File: src/rtl/echo_pipe_pkg.sv
// Message layout for the Echo indication pipe, shared by the sending and receiving ends.
package echo_pipe_pkg;

  localparam logic [31:0] TAG_HEARD  = 32'd1;
  localparam int          ECHO_MSG_W = 96;
  localparam int          FIELD_W    = 32;
  localparam int          TAG_LSB    = 0;
  localparam int          METH_LSB   = 32;
  localparam int          V_LSB      = 64;

  // Member order puts v in the top word and tag in the bottom word.
  typedef struct packed {
    logic [FIELD_W-1:0] v;
    logic [FIELD_W-1:0] meth;
    logic [FIELD_W-1:0] tag;
  } echo_msg_t;

  function automatic echo_msg_t pack_heard(input logic [FIELD_W-1:0] meth,
                                           input logic [FIELD_W-1:0] v);
    echo_msg_t m;
    m.v    = v;
    m.meth = meth;
    m.tag  = TAG_HEARD;
    return m;
  endfunction

endpackage

File: src/rtl/echo_msg_fifo.sv
// Small synchronous FIFO holding buffered heard() calls; head is registered storage, with no bypass.
module echo_msg_fifo #(
  parameter  int DEPTH  = 2,
  parameter  int DATA_W = 64,
  localparam int PTR_W  = $clog2(DEPTH)
) (
  input  logic              clk,
  input  logic              rst_n,
  input  logic              enq,
  input  logic [DATA_W-1:0] enq_data,
  input  logic              deq,
  output logic              full,
  output logic              empty,
  output logic [DATA_W-1:0] head,
  output logic [PTR_W:0]    count
);

  localparam logic [PTR_W:0] FULL_CNT = (PTR_W+1)'(DEPTH);
  localparam logic [PTR_W:0] LAST_IDX = (PTR_W+1)'(DEPTH - 1);
  localparam logic [PTR_W:0] ONE      = (PTR_W+1)'(1);

  logic [PTR_W:0]    wptr_q, wptr_d;
  logic [PTR_W:0]    rptr_q, rptr_d;
  logic [PTR_W:0]    count_q, count_d;
  logic [DATA_W-1:0] mem_q [DEPTH];
  logic [DATA_W-1:0] mem_d [DEPTH];

  function automatic logic [PTR_W:0] ptr_inc(input logic [PTR_W:0] p);
    return (p == LAST_IDX) ? '0 : p + ONE;
  endfunction

  always_comb begin
    wptr_d  = wptr_q;
    rptr_d  = rptr_q;
    count_d = count_q;
    mem_d   = mem_q;
    if (enq) begin
      mem_d[wptr_q[PTR_W-1:0]] = enq_data;
      wptr_d = ptr_inc(wptr_q);
    end
    if (deq) begin
      rptr_d = ptr_inc(rptr_q);
    end
    case ({enq, deq})
      2'b10:   count_d = count_q + ONE;
      2'b01:   count_d = count_q - ONE;
      default: count_d = count_q;
    endcase
  end

  always_ff @(posedge clk or negedge rst_n) begin
    if (!rst_n) begin
      wptr_q  <= '0;
      rptr_q  <= '0;
      count_q <= '0;
      for (int i = 0; i < DEPTH; i++) mem_q[i] <= '0;
    end else begin
      wptr_q  <= wptr_d;
      rptr_q  <= rptr_d;
      count_q <= count_d;
      mem_q   <= mem_d;
    end
  end

  assign full  = (count_q == FULL_CNT);
  assign empty = (count_q == '0);
  assign head  = mem_q[rptr_q[PTR_W-1:0]];
  assign count = count_q;

  a_count_bound: assert property (@(posedge clk) disable iff (!rst_n) count_q <= FULL_CNT);

endmodule

File: src/rtl/echo_indication_output.sv
// Transmit side of the Echo indication channel: buffers heard() calls and emits tagged pipe messages.
module echo_indication_output
  import echo_pipe_pkg::*;
#(
  parameter  int DEPTH = 2,
  localparam int PTR_W = $clog2(DEPTH)
) (
  input  logic                  CLK,
  input  logic                  nRST,
  input  logic                  indication_heard__ENA,
  input  logic [FIELD_W-1:0]    indication_heard_meth,
  input  logic [FIELD_W-1:0]    indication_heard_v,
  output logic                  indication_heard__RDY,
  output logic                  pipe_enq__ENA,
  output logic [ECHO_MSG_W-1:0] pipe_enq_v,
  input  logic                  pipe_enq__RDY,
  input  logic                  rule_enable,
  output logic                  rule_ready,
  output logic [31:0]           sent_count
);

  logic                   fifo_full, fifo_empty;
  logic [2*FIELD_W-1:0]   fifo_head;
  logic [PTR_W:0]         fifo_count;
  logic                   heard_fire, send_fire;
  logic [31:0]            sent_count_q, sent_count_d;
  echo_msg_t              msg;

  assign indication_heard__RDY = !fifo_full;
  assign heard_fire            = indication_heard__ENA && !fifo_full;
  assign rule_ready            = !fifo_empty && pipe_enq__RDY;
  assign send_fire             = rule_enable && rule_ready;
  assign pipe_enq__ENA         = send_fire;

  echo_msg_fifo #(
    .DEPTH  (DEPTH),
    .DATA_W (2*FIELD_W)
  ) u_fifo (
    .clk      (CLK),
    .rst_n    (nRST),
    .enq      (heard_fire),
    .enq_data ({indication_heard_v, indication_heard_meth}),
    .deq      (send_fire),
    .full     (fifo_full),
    .empty    (fifo_empty),
    .head     (fifo_head),
    .count    (fifo_count)
  );

  // Stale storage behind an empty FIFO must never leak onto the pipe.
  always_comb begin
    msg          = '0;
    sent_count_d = sent_count_q;
    if (!fifo_empty) msg = pack_heard(fifo_head[FIELD_W-1:0], fifo_head[2*FIELD_W-1:FIELD_W]);
    if (send_fire)   sent_count_d = sent_count_q + 32'd1;
  end

  always_ff @(posedge CLK or negedge nRST) begin
    if (!nRST) sent_count_q <= '0;
    else       sent_count_q <= sent_count_d;
  end

  assign pipe_enq_v = msg;
  assign sent_count = sent_count_q;

  a_enq_not_empty: assert property (@(posedge CLK) disable iff (!nRST) pipe_enq__ENA |-> !fifo_empty);
  a_heard_not_full: assert property (@(posedge CLK) disable iff (!nRST) heard_fire |-> !fifo_full);
  a_count_bound: assert property (@(posedge CLK) disable iff (!nRST) fifo_count <= (PTR_W+1)'(DEPTH));

endmodule

File: config.mk
export PLATFORM = sky130hd
export DESIGN_NAME = echo_indication_output
export DESIGN_NICKNAME = d
export VERILOG_FILES = /design/src/rtl/echo_pipe_pkg.sv /design/src/rtl/echo_msg_fifo.sv /design/src/rtl/echo_indication_output.sv
export SDC_FILE = /design/constraint.sdc
export NUM_CORES = 1
export LEC_CHECK = 0
export CELL_PAD_IN_SITES_DETAIL_PLACEMENT = 1
export CELL_PAD_IN_SITES_GLOBAL_PLACEMENT = 1
export CORE_UTILIZATION = 35
export DETAILED_ROUTE_END_ITERATION = 12
export PLACE_DENSITY_LB_ADDON = 0.1
export SYNTH_ARGS = -nofsm -noshare
export SYNTH_HDL_FRONTEND = slang
export SYNTH_SLANG_ARGS = --single-unit
File: constraint.sdc
create_clock -name CLK -period 2.5 [get_ports CLK]
set_input_delay 0.5 -clock CLK [delete_from_list [all_inputs] [get_ports CLK]]
set_output_delay 0.5 -clock CLK [all_outputs]
set_load 0.02 [all_outputs]
==> results.toml, run 1 <==
[status]
outcome = "finished, final reports clean"

[clocking]
numClockSinks = 164
cts_root_buffer = "clkbuf_16"
cts_tree = "done"
clockBufferDepth = 2
cts_buffers = 17
holdBufCountCts = 0
clk_latency_ns = 0.43
ctsHtreeMaxLevel = 4
clk_pin_slew_ns = 0.07

[sta]
relSlewSlack_pct = 59.6
finClkSkew_ns = 0.0139
setup_viol_count_final = 0
tightestPinTransition_ns = 0.602
drv_slew = 0
rsz0062_at_grt = "false"
finalHoldViolations = 0
finalCriticalPeriod_ns = 2.41
fin_tns_setup_ns = 0
fin_crit_sh_pct = 96.2
fmax_mhz = 416

[placement]
dp_hpwl_um = 12800
portBuffers = 168
gp_congestion = 0.736
place_area_um2 = 9610

[synthesis]
yosys_warnings = 0
synth_area_um2 = 7610
synth_compound_area_share_pct = 0.280
synth_xor_area_share_pct = 4.14
synth_top_family_by_area = "multiplexers"
syn_area_per_cell_um2 = 12.9
yosysSeqAreaShare_pct = 53.9
synth_seq_cells = 164
synth_cells = 589
post_synth_num_cell_types = 32
synth.area.mux_share_pct = 27.4
synthAdderAreaFrac_pct = 0.329
synth-simple-area-share_pct = 8.37

[pwr]
cellPowerDensity_nw_per_um2 = 1330
ir_drop_v = 0.000536
p_leak_nw = 4.59

[finish]
drive_gt1_share_pct = 24.9
fill_cells = 2188
antenna_cells = 0
final_common_cell = "dfrtp_1"
fin_area_um2 = 10200
syn_to_final_growth_pct = 33.8
final_cell_mix = "dfrtp_1 (161), mux2_2 (128), clkdlybuf4s50_1 (106)"
nets = 841

[floorplan]
initial_core_util_pct = 36.0
placementRows = 53
die_area_um2 = 22300
die-height_um = 149
die_w_um = 149
ios = 200
coreArea_um2 = 21200

[drt]
route.vias.total = 5083
via_per_inst = 4.80
routedWlPerCell_um = 18.3
routed_wl_um = 19300
dr.pass1.iters = 4
drt-initial-drc-count = 187
antenna_left = 0
drc = 0

[global_route]
grt_usage_pct = 17.8
overflow = 0
grt_pass1_vias = 5632
grt_antenna_before_repair = 1
grt_pass1_wl_um = 30500
grt_start_max_net_pins = 58

[critical_path]
required_ns = 2.00
worstSetupStartpointType = "flip-flop"
worstPathArrival_ns = 1.91
endpoint_kind = "output pin"
crit_fanout = 27
crit_type = "reg2out"

[min_path]
hp-class = "in2async"

[flow_run]
maxCapViolCount = 0
[worst max-delay path, cell delays in order (launching register included)]
cell and delay (ns):
dfrtp_2 0.45, nor2_4 0.16, buf_4 0.15, bufbuf_16 0.32
nor2_1 0.08, dlygate4sd2_1 0.32
[kinds of logic (layout without fill, tap and decap cells)]
| group | after synthesis | in the layout |
|---|---|---|
| muxes | 192 | 192 |
| adders and majority gates | 2 | 2 |
| buffers and inverters | 64 | 228 |
| DFF | 164 | 164 |
| and+or+nand+nor | 128 | 128 |
| AOI/OAI and AO/OA | 2 | 2 |
| other | 1 | 31 |
| xor gates and xnor gates | 36 | 36 |
[registers in the layout, summed over array words and instances, names as in the netlist]
name,flops
sent_count,32
u_fifo.count,2
u_fifo.mem_q,128
u_fifo.rptr_q,1
u_fifo.wptr_q,1
[Yosys cell counts]
| cell | instances | area [µm²] |
|---|---|---|
| inv_1 | 3 | 11.3 |
| dfrtp_1 | 164 | 4100 |
| o2111ai_1 | 1 | 8.76 |
| nand3_1 | 13 | 65.1 |
| and3_1 | 5 | 31.3 |
| ha_1 | 2 | 25.0 |
| nand4_1 | 11 | 68.8 |
| nor4_2 | 1 | 12.5 |
| nor3_1 | 1 | 5.00 |
| and4_1 | 4 | 35.0 |
| o211ai_2 | 1 | 12.5 |
| xor2_1 | 3 | 26.3 |
| nor3_4 | 1 | 16.3 |
| nand2_1 | 15 | 56.3 |
| mux2i_1 | 64 | 641 |
| xnor2_1 | 33 | 289 |
| buf_4 | 32 | 240 |
| nor4_4 | 1 | 21.3 |
| conb_1 | 1 | 3.75 |
| buf_1 | 2 | 7.51 |
| or4b_1 | 1 | 10.0 |
| nor4_1 | 1 | 6.26 |
| buf_6 | 6 | 67.6 |
| nor2_1 | 69 | 259 |
| or2b_1 | 1 | 7.51 |
| clkbuf_1 | 8 | 30.0 |
| buf_2 | 13 | 65.1 |
| nand4b_1 | 1 | 8.76 |
| nor2_2 | 1 | 6.26 |
| mux2_2 | 128 | 1440 |
| and2_1 | 1 | 6.26 |
| nand4_4 | 1 | 21.3 |
[where the power goes]
| group | internal, W | switching, W | leakage, nW |
|---|---|---|---|
| Combinational | 0.00318 | 0.00341 | 2.35 |
| Sequential | 0.00381 | 0.000704 | 1.99 |
| Clock | 0.00131 | 0.00112 | 0.247 |
| Total | 0.00831 | 0.00524 | 4.59 |
[final timing paths]
path	from	to	slack (ns)	cells after the start
max in group asynchronous	nRST	u_fifo.mem_q[97]	1.71	2
worst max register to register	sent_count[0]	sent_count[16]	0.57	5
min in group CLK	sent_count[31]	sent_count[31]	0.48	1
worst min-delay path	nRST	u_fifo.mem_q[19]	0.04	1
worst max-delay path	u_fifo.count[0]	pipe_enq_v[82]	0.09	5
worst min register to register	sent_count[31]	sent_count[31]	0.48	1
[what timing repair did]
| action | CTS | global route |
|---|---|---|
| buffers inserted | 1 | 3 |
| endpoints found under the setup margin | 65 | 30 |
| resized for setup | 64 | 1 |
| pin swaps | 1 | 0 |
| cloned | 1 | 1 |
[through the flow]
| step | utilization [%] | worst slack [ns] | power (W) | std cells | hold WS, ns |
|---|---|---|---|---|---|
| floorplan | - | 0.575 | 0.00867 | 619 | 0.204 |
| CTS | 47.9 | 0.00813 | 0.0137 | 1054 | 0.0513 |
| finish | 48.1 | 0.0939 | 0.0135 | 1058 | 0.0355 |
| global placement | 45.4 | 0.206 | 0.0114 | 1020 | 0.464 |
| detailed placement | 45.4 | 0.153 | 0.0116 | 1020 | 0.467 |
| global route | 48.1 | 0.00783 | 0.0144 | 1058 | 0.0622 |
[metal layers]
layer,vias up,share of wire (%),GRT usage (%)
li1,2336,-,-
met1,2611,44,22.6
met2,121,51,30.1
met3,15,4.8,4.63
met4,0,0.83,4.23
met5,-,0,0
[area by class of cell]
cell class / count / area (µm²) / area share, %
clock buffers: 20 / 447 / 4.39
clock inverters: 12 / 100 / 0.983
inverters: 3 / 11.3 / 0.111
multi-input cells: 391 / 3220 / 31.6
flip-flops and latches: 164 / 4110 / 40.4
well taps: 275 / 344 / 3.38
repair buffers: 193 / 1950 / 19.1
(Power assumes the default switching activity.)
==> inputs of run 2 (changes only) <==
Settings changed: PLACE_DENSITY set to 0.81, PLACE_DENSITY_LB_ADDON 0.1 to not set.
==> run 2 against run 1 <==
  * Total power fell by 0.77%
  * Routed wire length shrank 7.0%
  * Critical path depth down 1
  * Final area shrank 0.44%
  * Largest cell class unchanged
  * Clock power increased by 7%
  * Sequential share of layout area up 0.17 points
  * Maximum frequency is 1.0% higher
  * Worst setup slack better by 0.024 ns
  * Hold slack worse by 0.022 ns
  * Via count is 0.53% lower
  * First-iteration DRC count shrank 26%
  * Non-clock buffer count is 6 lower
==> results.toml, run 2 (synthesis results as in run 1) <==
[finish]
final_common_cell = "dfrtp_1"
largest_reg_flops = 128
nets = 835
final_cells = 1052
final_cell_mix = "dfrtp_1 (162), mux2_2 (128), clkdlybuf4s50_1 (102)"
antenna_cells = 0
syn_to_final_growth_pct = 33.2
top_register = "u_fifo.mem_q"
final_core_util_pct = 47.9
drive_gt1_share_pct = 24.5

[sta]
finalCriticalPeriod_ns = 2.38
relSlewSlack_pct = 63.1
rsz0062_at_grt = "false"
tightestPinTransition_ns = 0.550
setup_ws_ns = 0.118
setup_viol_count_final = 0
fmax_mhz = 420
finalHoldViolations = 0
fin_crit_sh_pct = 95.3
fin_tns_setup_ns = 0
whs_ns = 0.0136
drv_slew = 0
finClkSkew_ns = 0.0117

[placement]
dp_worst_setup_slack_ns = 0.184
dp_hpwl_um = 12400
gp_congestion = 0.742
portBuffers = 168
dpl.cell_count = 1020

[critical_path]
cp_num_buf_inv = 3
required_ns = 2.00
worstPathArrival_ns = 1.88
critPathTopFamily = "buffers and inverters"
r2r_slack_ns = 0.58
endpoint_kind = "output pin"
cp.depth = 4
crit_type = "reg2out"
crit_fanout = 14
reg2reg_to = "sent_count[16]"
slowest_stage = "clkdlybuf4s50_1"
slowest_delay_ns = 0.54
ff2ff_path_depth = 5
worstSetupStartpointType = "flip-flop"
crit_start = "u_fifo.count[1]"
path_cells = "nor2_4, buf_6, inv_1, clkdlybuf4s50_1"
r2r_start = "sent_count[0]"

[floorplan]
die_area_um2 = 22300
die-height_um = 149
coreArea_um2 = 21200
die_w_um = 149
placementRows = 53
initial_core_util_pct = 36.0
ios = 200

[clocking]
ctsHtreeMaxLevel = 4
clk_pin_slew_ns = 0.07
post_cts_buffers = 0
cts_root_buffer = "clkbuf_16"
cts_tree = "done"
cts_buffers = 17
postCtsResizedCells = 71
holdBufCountCts = 0
numClockSinks = 164
clockBufferDepth = 2
clk_latency_ns = 0.42

[pwr]
cellPowerDensity_nw_per_um2 = 1330
p_leak_nw = 4.59
ir_drop_v = 0.000563

[drt]
route.vias.total = 5056
dr.pass1.iters = 4
antenna_left = 0
routedWlPerCell_um = 17.1
routed_wl_um = 18000
via_per_inst = 4.81
drt-initial-drc-count = 139
drc = 0

[flow_run]
maxCapViolCount = 0

[global_route]
grt_start_max_net_pins = 54
overflow = 0
grt_pass1_vias = 5581
grt_antenna_before_repair = 0
grt_pass1_wl_um = 29400
grt_usage_pct = 17.1

[status]
outcome = "finished, final reports clean"

[min_path]
hp-class = "in2async"
run 2: cell types whose count changed in the layout (fill, tap and decap cells not counted), moves of 2 or more:
cell / before / now
dlygate4sd2_1: 60 / 65
clkdlybuf4s50_1: 106 / 102
inv_8: 1 / 3
buf_4: 15 / 10
inv_6: 2 / 4
clkbuf_1: 2 / 0
clkinvlp_4: 6 / 2
run 2: area by class of cell:
cell class | count | area, µm²
Timing Repair Buffer | 187 | 1860
Clock inverter | 13 | 140
Fill cell | 2198 | 11000
Inverter | 3 | 11.3
Multi-Input combinational cell | 391 | 3220
Tap cell | 275 | 344
Sequential cell | 164 | 4110
Clock buffer | 19 | 453
run 2: metrics by stage:
stage                     area, µm²  total power (W)
after floorplan                7720          0.00867
after global placement         9600           0.0114
after detailed placement       9600           0.0116
after CTS                     10100           0.0137
after global routing          10100           0.0144
final                         10100           0.0134
run 2: report_power, final:
| group | internal (W) | leakage, nW | switching [W] |
|---|---|---|---|
| registers | 0.00381 | 1.99 | 0.000675 |
| logic | 0.00301 | 2.32 | 0.00333 |
| clock network | 0.00146 | 0.287 | 0.00115 |
| total | 0.00829 | 4.59 | 0.00516 |
run 2: routing by layer:
metal | vias up | share of wire, % | GRT usage [%]
met3 | 18 | 4.6 | 3.66
met2 | 123 | 51 | 29.4
li1 | 2328 | - | -
met4 | 0 | 1.2 | 5.10
met1 | 2587 | 43 | 21.5
met5 | - | 0 | 0
run 2: worst max-delay path by stage:
stage                     end
2_1_floorplan  sent_count[16]
3_3_place_gp   pipe_enq_v[90]
3_5_place_dp    pipe_enq__ENA
4_1_cts         pipe_enq_v[0]
5_1_grt         pipe_enq_v[0]
6_report        pipe_enq_v[0]
==> inputs of run 3 (changes only) <==
Settings changed: ABC_CLOCK_PERIOD_IN_PS set to 2500, CORE_MARGIN set to 2, SLEW_MARGIN set to 40.
==> run 3 against run 2 <==
  * Critical endpoint is now rule_ready
  * Utilization grew 0.25 points
  * Register-to-register slack gained 0.05 ns
  * Total power grew 0.51%
  * Critical path type unchanged
==> results.toml, run 3 (synthesis results as in run 1) <==
[status]
outcome = "finished, final reports clean"

[pwr]
p_leak_nw = 4.63
cellPowerDensity_nw_per_um2 = 1330
ir_drop_v = 0.000497

[sta]
rsz0062_at_grt = "false"
setup_viol_count_final = 0
tightestPinTransition_ns = 0.587
fin_crit_sh_pct = 95.7
finalHoldViolations = 0
fin_tns_setup_ns = 0
finalCriticalPeriod_ns = 2.39
relSlewSlack_pct = 60.6
fmax_mhz = 418
finClkSkew_ns = 0.00663
drv_slew = 0

[clocking]
cts_root_buffer = "clkbuf_16"
cts_buffers = 17
clk_pin_slew_ns = 0.07
cts_tree = "done"
numClockSinks = 164
clockBufferDepth = 2
ctsHtreeMaxLevel = 4
clk_latency_ns = 0.42

[finish]
fill_cells = 2230
final_cells = 1058
final_common_cell = "dfrtp_1"
drive_gt1_share_pct = 25.0
nets = 841
final_cell_mix = "dfrtp_1 (161), mux2_2 (128), clkdlybuf4s50_1 (101)"
antenna_cells = 0
syn_to_final_growth_pct = 33.9
largest_reg_flops = 128
top_register = "u_fifo.mem_q"

[floorplan]
die_w_um = 151
ios = 200
coreArea_um2 = 21200
placementRows = 53
die_area_um2 = 22900
die-height_um = 151
initial_core_util_pct = 36.0

[critical_path]
crit_type = "reg2out"
worstSetupStartpointType = "flip-flop"
endpoint_kind = "output pin"
crit_fanout = 22
required_ns = 2.00
worstPathArrival_ns = 1.89

[global_route]
grt_pass1_wl_um = 29400
overflow = 0
grt_pass1_vias = 5603
grt_usage_pct = 16.7
grt_start_max_net_pins = 54
grt_antenna_before_repair = 0

[drt]
routed_wl_um = 18800
antenna_left = 0
drt-initial-drc-count = 87
routedWlPerCell_um = 17.7
route.vias.total = 5060
dr.pass1.iters = 4
via_per_inst = 4.78
drc = 0

[flow_run]
maxCapViolCount = 0

[placement]
portBuffers = 168
dp_hpwl_um = 13100
gp_congestion = 0.768
dpl.cell_count = 1024

[min_path]
hp-class = "in2async"
-- run 3: cell types whose count changed in the layout (fill, tap and decap cells not counted), sizes merged --
cell / delta
clkinv: +2
clkinvlp: -1
dlygate4sd2: +1
buf: +5
clkdlybuf4s50: -1
clkbuf: -1
bufbuf: +1
-- run 3: per-layer routing --
metal	global-route usage [%]	up-vias	share of wire [%]
met5	0	-	0
met4	3.27	0	0.75
met3	4.91	11	5.6
met2	29.0	131	50
met1	20.6	2588	43
li1	-	2330	-
-- run 3: critical path, stage by stage (launching register included) --
cell,delay (ns)
dfrtp_2,0.49
nor2_4,0.23
buf_12,0.22
inv_1,0.07
and2_1,0.15
dlygate4sd2_1,0.31
-- run 3: stage by stage --
step | hold slack, ns | total power, W | utilization (%) | setup slack [ns] | instance area (µm²)
final | 0.0391 | 0.0135 | 48.2 | 0.108 | 10200
after global routing | 0.0617 | 0.0144 | 48.2 | 0.0277 | 10200
after CTS | 0.0504 | 0.0138 | 48.2 | 0.0693 | 10200
after detailed placement | 0.477 | 0.0116 | 45.5 | 0.184 | 9630
after global placement | 0.483 | 0.0114 | 45.5 | 0.219 | 9630
after floorplan | 0.204 | 0.00867 | - | 0.575 | 7720
-- run 3: cell type report --
class	instances	area (µm²)	share of cell area, %
sequential	164	4110	40.3
multi-input combinational	391	3220	31.6
timing repair buffer	193	1930	18.9
clock buffer	18	429	4.21
tap	275	344	3.38
clock inverter	14	146	1.44
inverter	3	11.3	0.111
-- run 3: path summary, 6_finish.rpt --
path | slack, ns | to | start | cells after the start
setup / recovery | 0.11 | rule_ready | u_fifo.count[0] | 5
hold / removal | 0.04 | u_fifo.mem_q[56] | nRST | 1
setup reg to reg | 0.63 | u_fifo.mem_q[113] | u_fifo.count[1] | 5
hold reg to reg | 0.50 | sent_count[31] | sent_count[31] | 1
max in group asynchronous | 1.81 | sent_count[22] | nRST | 2
min in group CLK | 0.50 | sent_count[31] | sent_count[31] | 1
-- run 3: repair_timing --
item | 4_1_cts | 5_1_grt
setup endpoints to repair | 66 | 0
setup buffers | 1 | 0
gates resized for setup | 74 | 0
hold endpoints to repair | 0 | 0
hold buffers | 0 | 0
-- run 3: power breakdown --
group | internal, W | switching (W)
registers | 0.00381 | 0.000701
clock network | 0.00141 | 0.00115
logic | 0.00309 | 0.00335
total | 0.00831 | 0.00520
